==> config.mk <==
export PLATFORM = sky130hd
export DESIGN_NAME = button_reader
export DESIGN_NICKNAME = d
export VERILOG_FILES = /design/src/rtl/button_pkg.sv /design/src/rtl/sync2.sv /design/src/rtl/button_reader.sv
export SDC_FILE = /design/constraint.sdc
export NUM_CORES = 1
export LEC_CHECK = 0
export ABC_AREA = 1
export BUFFER_PORTS_ARGS = -buffer_cell sky130_fd_sc_hd__buf_4
export CORE_MARGIN = 5
export CORE_UTILIZATION = 44
export DETAILED_ROUTE_END_ITERATION = 10
export GPL_TIMING_DRIVEN = 0
export SLEW_MARGIN = 10
export SYNTH_ARGS = -nofsm -noshare
export SYNTH_HDL_FRONTEND = slang
export SYNTH_SLANG_ARGS = --single-unit
==> constraint.sdc <==
create_clock -name clk -period 2 [get_ports clk]
set_input_delay 0 -clock clk [delete_from_list [all_inputs] [get_ports clk]]
set_output_delay 0 -clock clk [all_outputs]
set_load 0.05 [all_outputs]
==> src/rtl/button_pkg.sv <==
// Shared definitions for the debounced pushbutton reader: FSM encoding and
// default timing constants (10 MHz system clock).
package button_pkg;

  typedef enum logic [1:0] {
    IDLE         = 2'd0,
    PRESS_WAIT   = 2'd1,
    PRESSED      = 2'd2,
    RELEASE_WAIT = 2'd3
  } state_t;

  localparam int DEFAULT_DEBOUNCE_CYCLES = 100000;    // 10 ms
  localparam int DEFAULT_LONG_CYCLES     = 10000000;  // 1 s

endpackage

==> src/rtl/sync2.sv <==
// Two-flop synchronizer for a single asynchronous input bit, with a
// configurable reset value so the output idles at the input's inactive level.
module sync2 #(
  parameter logic RESET_VALUE = 1'b0
) (
  input  logic clk,
  input  logic rst,
  input  logic d,
  output logic q
);

  logic [1:0] stage_reg;

  always_ff @(posedge clk) begin
    if (rst) begin
      stage_reg <= {2{RESET_VALUE}};
    end else begin
      stage_reg <= {stage_reg[0], d};
    end
  end

  assign q = stage_reg[1];

endmodule

==> src/rtl/button_reader.sv <==
// Debounced active-low pushbutton reader: press/release/long-press strobes,
// a modulo-16 press counter and active-low LED mirror of that counter.
module button_reader
  import button_pkg::*;
#(
  parameter int DEBOUNCE_CYCLES = DEFAULT_DEBOUNCE_CYCLES,
  parameter int LONG_CYCLES     = DEFAULT_LONG_CYCLES
) (
  input  logic       clk,
  input  logic       rst,
  input  logic       btn_n,
  output logic       btn_level,
  output logic       press_pulse,
  output logic       release_pulse,
  output logic       long_press,
  output logic [3:0] press_count,
  output logic [3:0] prled
);

  localparam int DB_W   = $clog2(DEBOUNCE_CYCLES);
  localparam int HOLD_W = $clog2(LONG_CYCLES + 1);

  localparam logic [DB_W-1:0]   DB_LAST  = DB_W'(DEBOUNCE_CYCLES - 1);
  localparam logic [HOLD_W-1:0] HOLD_MAX = HOLD_W'(LONG_CYCLES);
  // long_press is registered together with the hold counter, so it is armed
  // one count early and lands on the cycle the counter shows LONG_CYCLES-1.
  localparam logic [HOLD_W-1:0] HOLD_ARM = HOLD_W'(LONG_CYCLES - 2);

  logic btn_sync;
  logic act;

  sync2 #(.RESET_VALUE(1'b1)) u_sync2 (
    .clk (clk),
    .rst (rst),
    .d   (btn_n),
    .q   (btn_sync)
  );

  assign act = ~btn_sync;

  state_t              state_reg,   state_next;
  logic [DB_W-1:0]     db_cnt_reg,  db_cnt_next;
  logic [HOLD_W-1:0]   hold_reg,    hold_next;
  logic                level_reg,   level_next;
  logic                press_reg,   press_next;
  logic                release_reg, release_next;
  logic                long_reg,    long_next;
  logic [3:0]          count_reg,   count_next;
  logic [3:0]          prled_reg;

  always_ff @(posedge clk) begin
    if (rst) begin
      state_reg   <= IDLE;
      db_cnt_reg  <= '0;
      hold_reg    <= '0;
      level_reg   <= 1'b0;
      press_reg   <= 1'b0;
      release_reg <= 1'b0;
      long_reg    <= 1'b0;
      count_reg   <= 4'd0;
      prled_reg   <= 4'b1111;
    end else begin
      state_reg   <= state_next;
      db_cnt_reg  <= db_cnt_next;
      hold_reg    <= hold_next;
      level_reg   <= level_next;
      press_reg   <= press_next;
      release_reg <= release_next;
      long_reg    <= long_next;
      count_reg   <= count_next;
      prled_reg   <= ~count_next;
    end
  end

  always_comb begin
    state_next   = state_reg;
    db_cnt_next  = db_cnt_reg;
    hold_next    = hold_reg;
    level_next   = level_reg;
    press_next   = 1'b0;
    release_next = 1'b0;
    long_next    = 1'b0;
    count_next   = count_reg;

    // The hold counter keeps running across a release bounce so a glitchy
    // hold still produces its long_press.
    if (state_reg == PRESSED || state_reg == RELEASE_WAIT) begin
      if (hold_reg != HOLD_MAX) begin
        hold_next = hold_reg + HOLD_W'(1);
      end
      long_next = (hold_reg == HOLD_ARM);
    end

    case (state_reg)
      IDLE: begin
        if (act) begin
          state_next  = PRESS_WAIT;
          db_cnt_next = '0;
        end
      end
      PRESS_WAIT: begin
        if (!act) begin
          state_next = IDLE;
        end else if (db_cnt_reg == DB_LAST) begin
          state_next = PRESSED;
          level_next = 1'b1;
          press_next = 1'b1;
          count_next = count_reg + 4'd1;
          hold_next  = '0;
        end else begin
          db_cnt_next = db_cnt_reg + DB_W'(1);
        end
      end
      PRESSED: begin
        if (!act) begin
          state_next  = RELEASE_WAIT;
          db_cnt_next = '0;
        end
      end
      RELEASE_WAIT: begin
        if (act) begin
          state_next = PRESSED;
        end else if (db_cnt_reg == DB_LAST) begin
          state_next   = IDLE;
          level_next   = 1'b0;
          release_next = 1'b1;
        end else begin
          db_cnt_next = db_cnt_reg + DB_W'(1);
        end
      end
      default: begin
        state_next = IDLE;
      end
    endcase
  end

  assign btn_level     = level_reg;
  assign press_pulse   = press_reg;
  assign release_pulse = release_reg;
  assign long_press    = long_reg;
  assign press_count   = count_reg;
  assign prled         = prled_reg;

endmodule
After elaboration in Yosys (flattened, before gate mapping)
Cells that the tools add are included.
{ "totals": {"wordCells": 68, "regBits": 57, "romBits": 0, "in_bits": 3, "mem_bits_rw": 0, "latch_bits": 0, "output_inout_bits": 12, "memories": 0} }
{ "op_classes": {"multipliers": 0, "mux": 27, "add_sub_neg": 3, "shifts": 0, "n_eq_ne": 14, "bitwise_logic": 5, "div_mod_pow": 0, "n_reduce_logical": 9, "n_lt_le_gt_ge": 0} }
{ "op_table": {"columns": ["cell", "n"], "rows": [
  ["$mux W24", 5],
  ["$mux W17", 5],
  ["$pmux W17 S4", 1],
  ["$add A24 B1 Y24 const B", 1],
  ["$eq A24 B24 Y1 const B", 1],
  ["$ne A24 B24 Y1 const B", 1],
  ["$add A17 B1 Y17 const B", 1],
  ["$eq A17 B17 Y1 const B", 1],
  ["$mux W2", 6],
  ["$mux W4", 3],
  ["$pmux W2 S4", 1],
  ["$reduce_and A4 Y1", 2],
  ["$ne A2 B1 Y1 const B", 3],
  ["$ne A2 B2 Y1 const B", 3],
  ["$reduce_or A3 Y1", 2],
  ["$mux W1", 5],
  ["$reduce_and A5 Y1", 1],
  ["$add A4 B1 Y4 const B", 1],
  ["$eq A2 B2 Y1 const B", 2],
  ["$not A1 Y1", 4],
  ["$not A4 Y4", 1],
  ["$ne A3 B2 Y1 const B", 1],
  ["$ne A3 B3 Y1 const B", 1],
  ["$eq A2 B1 Y1 const B", 1],
  ["5 further kinds", 5]
]} }

Logic depth before layout (Yosys ltp)
Gate-level depths: netlist (run 1).
{ "logic_depth": {"depth_word": 6, "mapped_depth": 11, "ltp_nobuf": 11} }

Cells and area by module
Synthesis (run 1) repeated with hierarchy kept, for this count alone.
{ "hier_totals": {"hier_cells": 500, "hier_area_um2": 3276.9} }
{ "by_module_without_submodules": {"columns": ["module", "area_each_um2", "cells_per_inst", "n_inst"], "rows": [
  ["button_reader", 3218.1, 493, 1],
  ["sync2", 58.8, 7, 1]
]} }

Worst setup path after synthesis (run 1)
OpenSTA, ideal clock, no wires.
{ "synth_path": {"path_type": "register to register", "from": "register db_cnt_reg[0]", "to": "register count_reg[0] (netlist: press_count[0])", "period_less_slack_ns": 1.610, "path_stages_with_launch": 11, "setup_slack_ns": 0.390, "path_buffers": 0, "required_ns": 1.888, "arrival_ns": 1.498, "cell_sequence": "dfxtp_1 ha_1 nand2_1 inv_1 nand2_1 nor3_4 nand2_2 nand2_4 inv_2 o21ai_2 inv_2"} }
{ "synth_between": {"elab_chain_cells": 4} }
{ "synth_lines": {"columns": ["element", "line_no", "text"], "rows": [
  ["from (decl)", "button_reader.sv:42", "logic [DB_W-1:0] db_cnt_reg, db_cnt_next;"],
  ["from (signal assigned)", "button_reader.sv:64", "db_cnt_reg <= db_cnt_next;"],
  ["$eq A17 B17 Y1", "button_reader.sv:104", "end else if (db_cnt_reg == DB_LAST) begin"],
  ["$mux W4", "button_reader.sv:104", null],
  ["$mux W4", "button_reader.sv:102", "if (!act) begin"],
  ["$mux W4", "button_reader.sv:94", "case (state_reg)"],
  ["to (signal assigned)", "button_reader.sv:70", "count_reg <= count_next;"],
  ["to (decl)", "button_reader.sv:48", "logic [3:0] count_reg, count_next;"]
]} }
Every way passes these cells.
A chain may end at the register's enable or synchronous reset.

Final worst setup path (run 1)
{ "layout_path": {"from": "register state_reg[0]", "to": "register prled_reg[3] (netlist: prled[3])"} }
{ "layout_between": {"elab_chain_cells": 3} }
{ "layout_lines": {"columns": ["element", "line_no", "text"], "rows": [
  ["from (decl)", "button_reader.sv:41", "state_t state_reg, state_next;"],
  ["from (signal assigned)", "button_reader.sv:63", "state_reg <= state_next;"],
  ["$eq A2 B1 Y1", "button_reader.sv:94", null],
  ["$mux W4", "button_reader.sv:94", null],
  ["$not A4 Y4", "button_reader.sv:71", "prled_reg <= ~count_next;"],
  ["to (signal assigned)", "button_reader.sv:71", null],
  ["to (decl)", "button_reader.sv:49", "logic [3:0] prled_reg;"]
]} }
Every way passes these cells.

==> results.py, run 1 <==
metrics = {
    "status": {
        "status": "complete, no violations",
    },
    "worst_setup_path": {
        "crit_path_end_kind": "flop",
        "r2r.worst_path.cells": 9,
        "r2r_start": "state_reg[0]",
        "arrival_ps": 2070,
        "cp.required_ps": 2200,
        "endpoint": "prled[3]",
        "start_kind": "flop",
        "cp-startpoint": "state_reg[0]",
        "r2r-end": "prled[3]",
        "critPathKind": "flop to flop",
        "critPathMaxFanout": 10,
        "r2r_setup_slack_ps": 130,
    },
    "pwr": {
        "p_leak_uw": 0.001425,
        "power_density_nw_per_um2": 576.1,
        "ir_drop_mv": 0.3398,
    },
    "timing": {
        "slew_headroom_pct": 63.39,
        "setup_viol": 0,
        "layout_worst_path_cycle_share_pct": 93.74,
        "fin_crit_ps": 1875,
        "maxSlewViolCount": 0,
        "layout_setup_ws_ps": 125.3,
        "tightest_slew_ps": 549.1,
        "finalHoldViolCount": 0,
        "fmax_mhz": 533.4,
        "fin_hold_ws_ps": 410.2,
        "clock_skew_ps": 9.567,
    },
    "cells_and_area": {
        "nets": 533,
        "n_fill_cell": 768,
        "multiInputGateArea_um2": 1729,
        "regArea_um2": 1142,
        "most-common-layout-cells": "nand2_1, nor2_1, inv_1, dfxtp_1, nand3_1",
        "antenna_cells": 0,
        "largest_reg_flops": 24,
        "areaGrowthSynthToFinish_pct": 14.11,
        "final_common_cell": "nand2_1",
        "drive_gt1_share_pct": 10.06,
    },
    "global_route": {
        "grt_max_degree": 11,
        "grt_pass1_vias": 2900,
        "grt_pass1_wl_um": 13480,
        "grt_usage_pct": 19.27,
        "grt_remaining_overflow": 0,
        "antenna_found_initial": 0,
    },
    "min_path": {
        "hold_path.class": "flop to flop",
    },
    "synth": {
        "yosysWarnings": 0,
        "syn_inst": 494,
        "ys_types": 34,
        "ys_seq_elements": 57,
        "synth_nets": 502,
        "yosysSeqAreaShare_pct": 35.95,
        "ys.flop_type": "dfxtp_1",
        "synth-edff-count": 0,
        "async_flop_share_pct": 0,
        "syn_avg_cell_area_um2": 6.426,
        "syn-cell-area_um2": 3174,
    },
    "clock_network": {
        "htree_levels": 3,
        "clkLatencyLatePin_ps": 330,
        "clk_pin_slew_ps": 70,
        "root_buffer": "clkbuf_8",
        "cts_max_path_buffers": 2,
        "cts_tree": "built",
        "cts.sinks": 57,
        "numCtsBuffers": 9,
    },
    "route": {
        "viasPerCell": 4.976,
        "routed_wl_um": 7892,
        "drtIter0Drc": 106,
        "ant_nets": 0,
        "via_count": 3115,
        "wl_per_cell_um": 12.61,
        "drt_pass1_iterations": 4,
        "drcViolationCount": 0,
    },
    "placement": {
        "numPortBuffers": 14,
        "dp_slack_ps": -22.90,
        "finalWeightedCongestion": 0.9451,
        "dp_hpwl_um": 5988,
    },
    "floorplanning": {
        "die_area_um2": 9013,
        "dieWidth_um": 94.94,
        "io_pins": 15,
        "initial_utilization_pct": 44.48,
        "design.core.area_um2": 7137,
        "fp-row-count": 31,
        "fp.dieH_um": 94.94,
    },
    "job": {
        "drv_cap": 0,
    },
}
-- cells by family after synthesis --
| kind of cell | Yosys count | synth area share (%) |
|---|---|---|
| simple gates | 293 | 40.52 |
| buf+inv | 81 | 10.13 |
| flops | 57 | 35.95 |
| compound gates | 47 | 8.396 |
| fa+ha+maj | 5 | 1.971 |
| xor+xnor | 11 | 3.035 |
-- metal layers --
layer / track usage (%) / vias to the layer above / routed length, um
met2: 34.53 / 60 / 4111
met4: 5.889 / 0 / 117
met5: 0 / - / 0
met3: 4.781 / 9 / 348
li1: - / 1644 / -
met1: 22.47 / 1402 / 3315
-- through the flow --
stage	cells	instance area, um^2	util (%)	power, uW	TNS (ps)
after floorplan	494	3174	-	1200	0
final	626	3622	50.75	2087	0
after global routing	626	3622	50.75	2182	-7.551
after global placement	607	3403	47.69	1221	-23.16
after CTS	622	3576	50.11	2114	0
after detailed placement	607	3403	47.69	1221	-22.90
-- layout make-up --
class	instances	area share, %
Clock inverter	1	0.1382
Tap cell	99	3.420
Clock buffer	12	4.007
Timing Repair Buffer	20	4.283
Buffer	10	1.520
Multi-Input combinational cell	356	47.74
Inverter	71	7.358
Sequential cell	57	31.54
-- synthesized netlist by cell type (3+ instances only) --
cell type  count  area share (%)
nand2_1      127              15
nor2_1        80             9.5
inv_1         65             7.7
dfxtp_1       57              36
nand3_1       36             5.7
a21oi_1       26             4.1
nand4_1       24             4.7
nor3_1        12             1.9
xor2_1        10             2.8
o21ai_0        8             1.3
inv_2          6            0.71
ha_1           5             2.0
clkbuf_1       4            0.47
nor3b_1        3            0.71
o31ai_1        3            0.71
-- report_power, final --
group          switching [uW]  total (uW)  internal [uW]
Combinational            43.0        64.0           21.0
Clock                     422         883            461
Sequential               1.96        1140           1140
Total                     467        2090           1620
-- how the worst min path moves through the flow --
stage	from	to	slack (ps)	depth (start not counted)
final	u_sync2.stage_reg[0]	u_sync2.stage_reg[1]	410	1
after detailed placement	btn_n	u_sync2.stage_reg[0]	190	2
after global routing	btn_n	u_sync2.stage_reg[0]	420	3
after CTS	btn_n	u_sync2.stage_reg[0]	390	3
after floorplan	rst	press_pulse	80	1
after global placement	btn_n	u_sync2.stage_reg[0]	190	2
-- worst max-delay path, stage by stage, from the launching register on --
cell	delay, ps
dfxtp_1	310
buf_4	180
inv_2	90
nor2_1	100
nand3_1	120
nor3_4	370
nand2_2	150
buf_4	160
o21ai_1	160
nand3b_1	100
-- repair_timing --
item | 4_1_cts | 5_1_grt
setup endpoints to repair | 1 | 32
hold buffers | 2 | 0
hold endpoints to repair | 2 | 0
pin swaps | 0 | 3
buffers inserted | 0 | 4
gates resized for setup | 1 | 4
Note: power is estimated with default switching activity, not from simulation.
==> inputs of run 2 (changes only) <==
--- a/config.mk
+++ b/config.mk
@@ -7,7 +7,7 @@
 export LEC_CHECK = 0
 export ABC_AREA = 1
 export BUFFER_PORTS_ARGS = -buffer_cell sky130_fd_sc_hd__buf_4
-export CORE_MARGIN = 5
+export CORE_MARGIN = 4
 export CORE_UTILIZATION = 44
 export DETAILED_ROUTE_END_ITERATION = 10
 export GPL_TIMING_DRIVEN = 0
==> run 2 against run 1 <==
Clock power is 27% higher. Cell area rose by 0.66%. Global-route usage down 0.20 points. Wire length fell by 0.11%. First-iteration DRC count rose by 12%. Sequential power about the same. Critical path depth unchanged. Clock skew up 2.0 ps. Final cell count shrank 0.48%. Flip-flop and latch count unchanged. Register-to-register slack about the same. Maximum frequency increased by 0.54%. Critical endpoint unchanged. Largest cell class unchanged.
==> results.py, run 2 (same netlist as run 1, synthesis figures left out) <==
metrics = {
    "worst_setup_path": {
        "start_kind": "flop",
        "worstPathCellList": "buf_4 > inv_2 > nor2_1 > nand3_1 > nor3_4 > nand2_2 > buf_4 > nor3_1 > nand3b_1",
        "critPathMaxFanout": 10,
        "cpMostUsedCell": "buf_4",
        "crit_slowest_cell": "nor3_4",
        "critical_path.max_stage_delay_ps": 360,
        "crit_path_end_kind": "flop",
        "arrival_ps": 2150,
        "cp.required_ps": 2290,
        "critPathKind": "flop to flop",
    },
    "clock_network": {
        "htree_levels": 3,
        "cts_tree": "built",
        "cts.sinks": 57,
        "clk_pin_slew_ps": 70,
        "root_buffer": "clkbuf_8",
        "cts_max_path_buffers": 2,
        "clkLatencyLatePin_ps": 350,
        "numCtsBuffers": 9,
    },
    "cells_and_area": {
        "n_fill_cell": 755,
        "final_common_cell": "nand2_1",
        "largest_reg_flops": 24,
        "areaGrowthSynthToFinish_pct": 14.86,
        "finish.utilization_pct": 52.79,
        "most-common-layout-cells": "nand2_1, nor2_1, inv_1, dfxtp_1, nand3_1",
        "antenna_cells": 0,
        "nets": 530,
        "drive_gt1_share_pct": 10.44,
    },
    "job": {
        "drv_cap": 0,
    },
    "global_route": {
        "grt_remaining_overflow": 0,
        "grt_max_degree": 12,
        "grt_pass1_wl_um": 13190,
        "grt_usage_pct": 19.07,
        "grt_pass1_vias": 2840,
        "antenna_found_initial": 0,
    },
    "floorplanning": {
        "fp.dieH_um": 92.94,
        "fp-row-count": 30,
        "initial_utilization_pct": 45.96,
        "dieWidth_um": 92.94,
        "io_pins": 15,
        "design.core.area_um2": 6907,
        "die_area_um2": 8637,
    },
    "timing": {
        "rsz0062_at_grt": "no",
        "clock_skew_ps": 11.61,
        "maxSlewViolCount": 0,
        "fin_hold_ws_ps": 376.6,
        "layout_worst_path_cycle_share_pct": 93.23,
        "fmax_mhz": 536.3,
        "setup_viol": 0,
        "slew_headroom_pct": 65.41,
        "fin_crit_ps": 1865,
        "finalHoldViolCount": 0,
        "tightest_slew_ps": 518.8,
    },
    "pwr": {
        "p_leak_uw": 0.001430,
        "ir_drop_mv": 0.3200,
        "power_density_nw_per_um2": 636.4,
    },
    "route": {
        "drtIter0Drc": 119,
        "ant_nets": 0,
        "wl_per_cell_um": 12.65,
        "drcViolationCount": 0,
        "drt_pass1_iterations": 4,
        "via_count": 3098,
        "routed_wl_um": 7883,
        "viasPerCell": 4.973,
    },
    "min_path": {
        "hold_path.class": "input port to flop",
    },
    "placement": {
        "numPortBuffers": 14,
        "finalWeightedCongestion": 0.9094,
        "dp_hpwl_um": 5886,
    },
    "status": {
        "status": "complete, no violations",
    },
}
## run 2: changes by cell type in the layout (fill, tap and decap cells not counted), sizes merged
cell | previous run | this run
clkinvlp | 0 | 2
buf | 23 | 20
clkbuf | 17 | 15
bufinv | 0 | 1
clkinv | 1 | 3
## run 2: stage by stage
step	TNS (ps)	setup slack, ps	power, uW	cells	instance area (um^2)
final	0	135.3	2320	623	3646
after global routing	0	2.955	2398	623	3646
after CTS	0	28.20	2341	622	3627
after detailed placement	-30.89	-30.89	1220	604	3400
after global placement	-22.31	-22.31	1220	604	3400
after floorplan	0	390.4	1200	494	3174
## run 2: path summary, 6_finish.rpt
| check | slack [ps] | from | cells after the start | to |
|---|---|---|---|---|
| setup / recovery | 140 | state_reg[0] | 9 | prled[3] |
| hold / removal | 380 | btn_n | 3 | u_sync2.stage_reg[0] |
| setup reg to reg | 140 | state_reg[0] | 9 | prled[3] |
| hold reg to reg | 410 | u_sync2.stage_reg[0] | 1 | u_sync2.stage_reg[1] |
## run 2: power breakdown
group | leakage [uW] | switching, uW | internal (uW)
Sequential | 0.000460 | 1.89 | 1140
Clock | 0.0000985 | 513 | 610
Combinational | 0.000872 | 41.4 | 17.4
Total | 0.00143 | 556 | 1760
## run 2: area by class of cell
cell class / instances / area, um^2 / area share (%)
inverters: 71 / 266.5 / 7.310
flip-flops and latches: 57 / 1142 / 31.33
plain buffers: 10 / 55.05 / 1.510
repair buffers: 17 / 132.6 / 3.638
well taps: 96 / 120.1 / 3.294
clock inverters: 6 / 67.56 / 1.853
multi-input cells: 356 / 1724 / 47.29
clock buffers: 10 / 137.6 / 3.775
## run 2: critical path: cells and delay by family, from the launching register on
family | cells | cell delay [ps]
and+or+nand+nor | 6 | 1060
buffers and inverters | 3 | 430
DFF | 1 | 310
## run 2: timing repair
item / in CTS / in global routing
gates cloned: 0 / 0
hold endpoints to repair: 3 / 0
hold buffers: 2 / 0
setup endpoints to repair: 1 / 28
pin swaps: 0 / 2
gates resized for setup: 1 / 3
buffers inserted: 0 / 1
## run 2: layer usage
metal | track usage (%) | part of all wire (%) | vias up
li1 | - | - | 1631
met1 | 24.05 | 47 | 1405
met2 | 31.61 | 48 | 50
met3 | 4.712 | 3.8 | 12
met4 | 6.593 | 1.3 | 0
met5 | 0 | 0 | -
==> inputs of run 3 (changes only) <==
==> constraint.sdc (replaced) <==
create_clock -name clk -period 2.2 [get_ports clk]
set_input_delay 0 -clock clk [delete_from_list [all_inputs] [get_ports clk]]
set_output_delay 0 -clock clk [all_outputs]
set_load 0.05 [all_outputs]
==> run 3 against run 2 <==
Cell area decreased by 0.51%. Flip-flop and latch count did not move. Register-to-register slack better by 90 ps. Count of clock-buffer cells in the layout stayed put. Combinational power is 10% lower. Hold slack gained 2.9 ps. Critical path depth unchanged. Die area unchanged. Core utilization decreased by 0.27 points. Final cell count is 0.16% lower. Sequential share of layout area increased by 0.13 points. Largest cell class unchanged. Highest routed layer unchanged.
==> results.py, run 3 (same netlist as run 1, synthesis figures left out) <==
metrics = {
    "status": {
        "status": "complete, no violations",
    },
    "timing": {
        "setup_viol": 0,
        "layout_setup_ws_ps": 228.0,
        "tns_ps": 0,
        "maxSlewViolCount": 0,
        "tightest_slew_ps": 522.3,
        "slew_headroom_pct": 65.18,
        "fmax_mhz": 507.1,
        "clock_skew_ps": 11.61,
        "layout_worst_path_cycle_share_pct": 89.64,
        "fin_crit_ps": 1972,
        "rsz0062_at_grt": "no",
        "finalHoldViolCount": 0,
    },
    "clock_network": {
        "cts.sinks": 57,
        "cts_tree": "built",
        "numCtsBuffers": 9,
        "htree_levels": 3,
        "cts_setup_buffers": 0,
        "root_buffer": "clkbuf_8",
        "clkLatencyLatePin_ps": 350,
        "clk_pin_slew_ps": 70,
        "cts_max_path_buffers": 2,
    },
    "worst_setup_path": {
        "critPathMaxFanout": 10,
        "critical_path.max_stage_delay_ps": 340,
        "r2r_start": "db_cnt_reg[0]",
        "crit_path_end_kind": "flop",
        "start_kind": "flop",
        "crit_slowest_cell": "dfxtp_1",
        "r2r-end": "db_cnt_reg[13]",
        "worstPathCellList": "ha_1 > nand2_1 > inv_1 > nand2_1 > nor3_4 > nor2_2 > buf_2 > nand4_1 > a21oi_1",
        "critPathTopFamily": "simple AND/OR/NAND/NOR gates",
        "cp.required_ps": 2470,
        "worst-path-buf-inv": 2,
        "r2r_setup_slack_ps": 230,
        "critPathKind": "flop to flop",
        "cpMostUsedCell": "nand2_1",
        "r2r.worst_path.cells": 9,
        "arrival_ps": 2240,
    },
    "global_route": {
        "antenna_found_initial": 0,
        "grt_usage_pct": 19.04,
        "grt_pass1_wl_um": 13170,
        "grt_max_degree": 12,
        "grt_pass1_vias": 2818,
        "grt_remaining_overflow": 0,
    },
    "cells_and_area": {
        "design_area_um2": 3627,
        "n_fill_cell": 756,
        "nets": 529,
        "drive_gt1_share_pct": 9.886,
        "areaGrowthSynthToFinish_pct": 14.27,
        "final_common_cell": "nand2_1",
        "most-common-layout-cells": "nand2_1, nor2_1, inv_1, dfxtp_1, nand3_1",
        "finish.utilization_pct": 52.52,
        "largest_reg_flops": 24,
        "antenna_cells": 0,
    },
    "route": {
        "ant_nets": 0,
        "drcViolationCount": 0,
        "via_count": 3102,
        "drt_pass1_iterations": 4,
        "wl_per_cell_um": 12.71,
        "routed_wl_um": 7903,
        "viasPerCell": 4.987,
        "drtIter0Drc": 129,
    },
    "floorplanning": {
        "design.core.area_um2": 6907,
        "dieWidth_um": 92.94,
        "io_pins": 15,
        "die_area_um2": 8637,
        "fp-row-count": 30,
        "fp.dieH_um": 92.94,
        "initial_utilization_pct": 45.96,
    },
    "min_path": {
        "holdPathStages": 3,
        "worstHoldStart": "btn_n",
        "hold_end": "u_sync2.stage_reg[0]",
        "hold_path.class": "input port to flop",
    },
    "placement": {
        "finalWeightedCongestion": 0.9094,
        "numPortBuffers": 14,
        "place_area_um2": 3400,
        "dp_slack_ps": 169.1,
        "dp_hpwl_um": 5886,
    },
    "pwr": {
        "p_total_uw": 2108,
        "power_density_nw_per_um2": 581.1,
        "ir_drop_mv": 0.2815,
        "p_leak_uw": 0.001425,
    },
    "job": {
        "drv_cap": 0,
    },
}
-- run 3: per-layer routing --
metal	up-vias	global-route usage, %	part of all wire [%]
li1	1634	-	-
met1	1400	24.10	47
met2	58	31.55	48
met3	10	4.630	3.9
met4	0	6.471	1.0
met5	-	0	0
-- run 3: metrics by stage --
step / instances / hold slack [ps]
2_1_floorplan: 494 / 84.12
3_3_place_gp: 604 / 184.0
3_5_place_dp: 604 / 190.8
4_1_cts: 622 / 361.0
5_1_grt: 622 / 403.1
6_report: 622 / 379.5
-- run 3: tightest hold or removal path: stages --
cell           delay, ps
dlygate4sd3_1        520
buf_4                 90
or2_2                 80
-- run 3: layout make-up --
type / count / area, um^2 / share of cell area [%]
Inverter: 71 / 266.5 / 7.347
Clock inverter: 6 / 67.56 / 1.863
Clock buffer: 10 / 137.6 / 3.794
Tap cell: 96 / 120.1 / 3.311
Buffer: 10 / 55.05 / 1.518
Sequential cell: 57 / 1141 / 31.46
Timing Repair Buffer: 16 / 125.1 / 3.449
Multi-Input combinational cell: 356 / 1714 / 47.26
-- run 3: how the worst max path moves through the flow --
stage	startpoint	endpoint	slack, ps	cells after the start
after floorplan	db_cnt_reg[0]	press_count[0]	590	10
after global placement	hold_reg[0]	hold_reg[16]	180	8
after global routing	db_cnt_reg[0]	db_cnt_reg[14]	80	9
final	db_cnt_reg[0]	db_cnt_reg[13]	230	9
after CTS	hold_reg[0]	hold_reg[16]	150	8
after detailed placement	hold_reg[0]	hold_reg[16]	170	8
-- run 3: what timing repair did --
item	CTS	global route
hold buffers	2	0
resized for setup	0	1
hold endpoints to repair	3	0
setup endpoints to repair	0	1
-- run 3: power by group --
group          total, uW  internal (uW)  switching [uW]
Sequential          1040           1030            1.72
Clock               1020            555             465
Combinational       52.7           15.4            37.3
Total               2110           1600             504
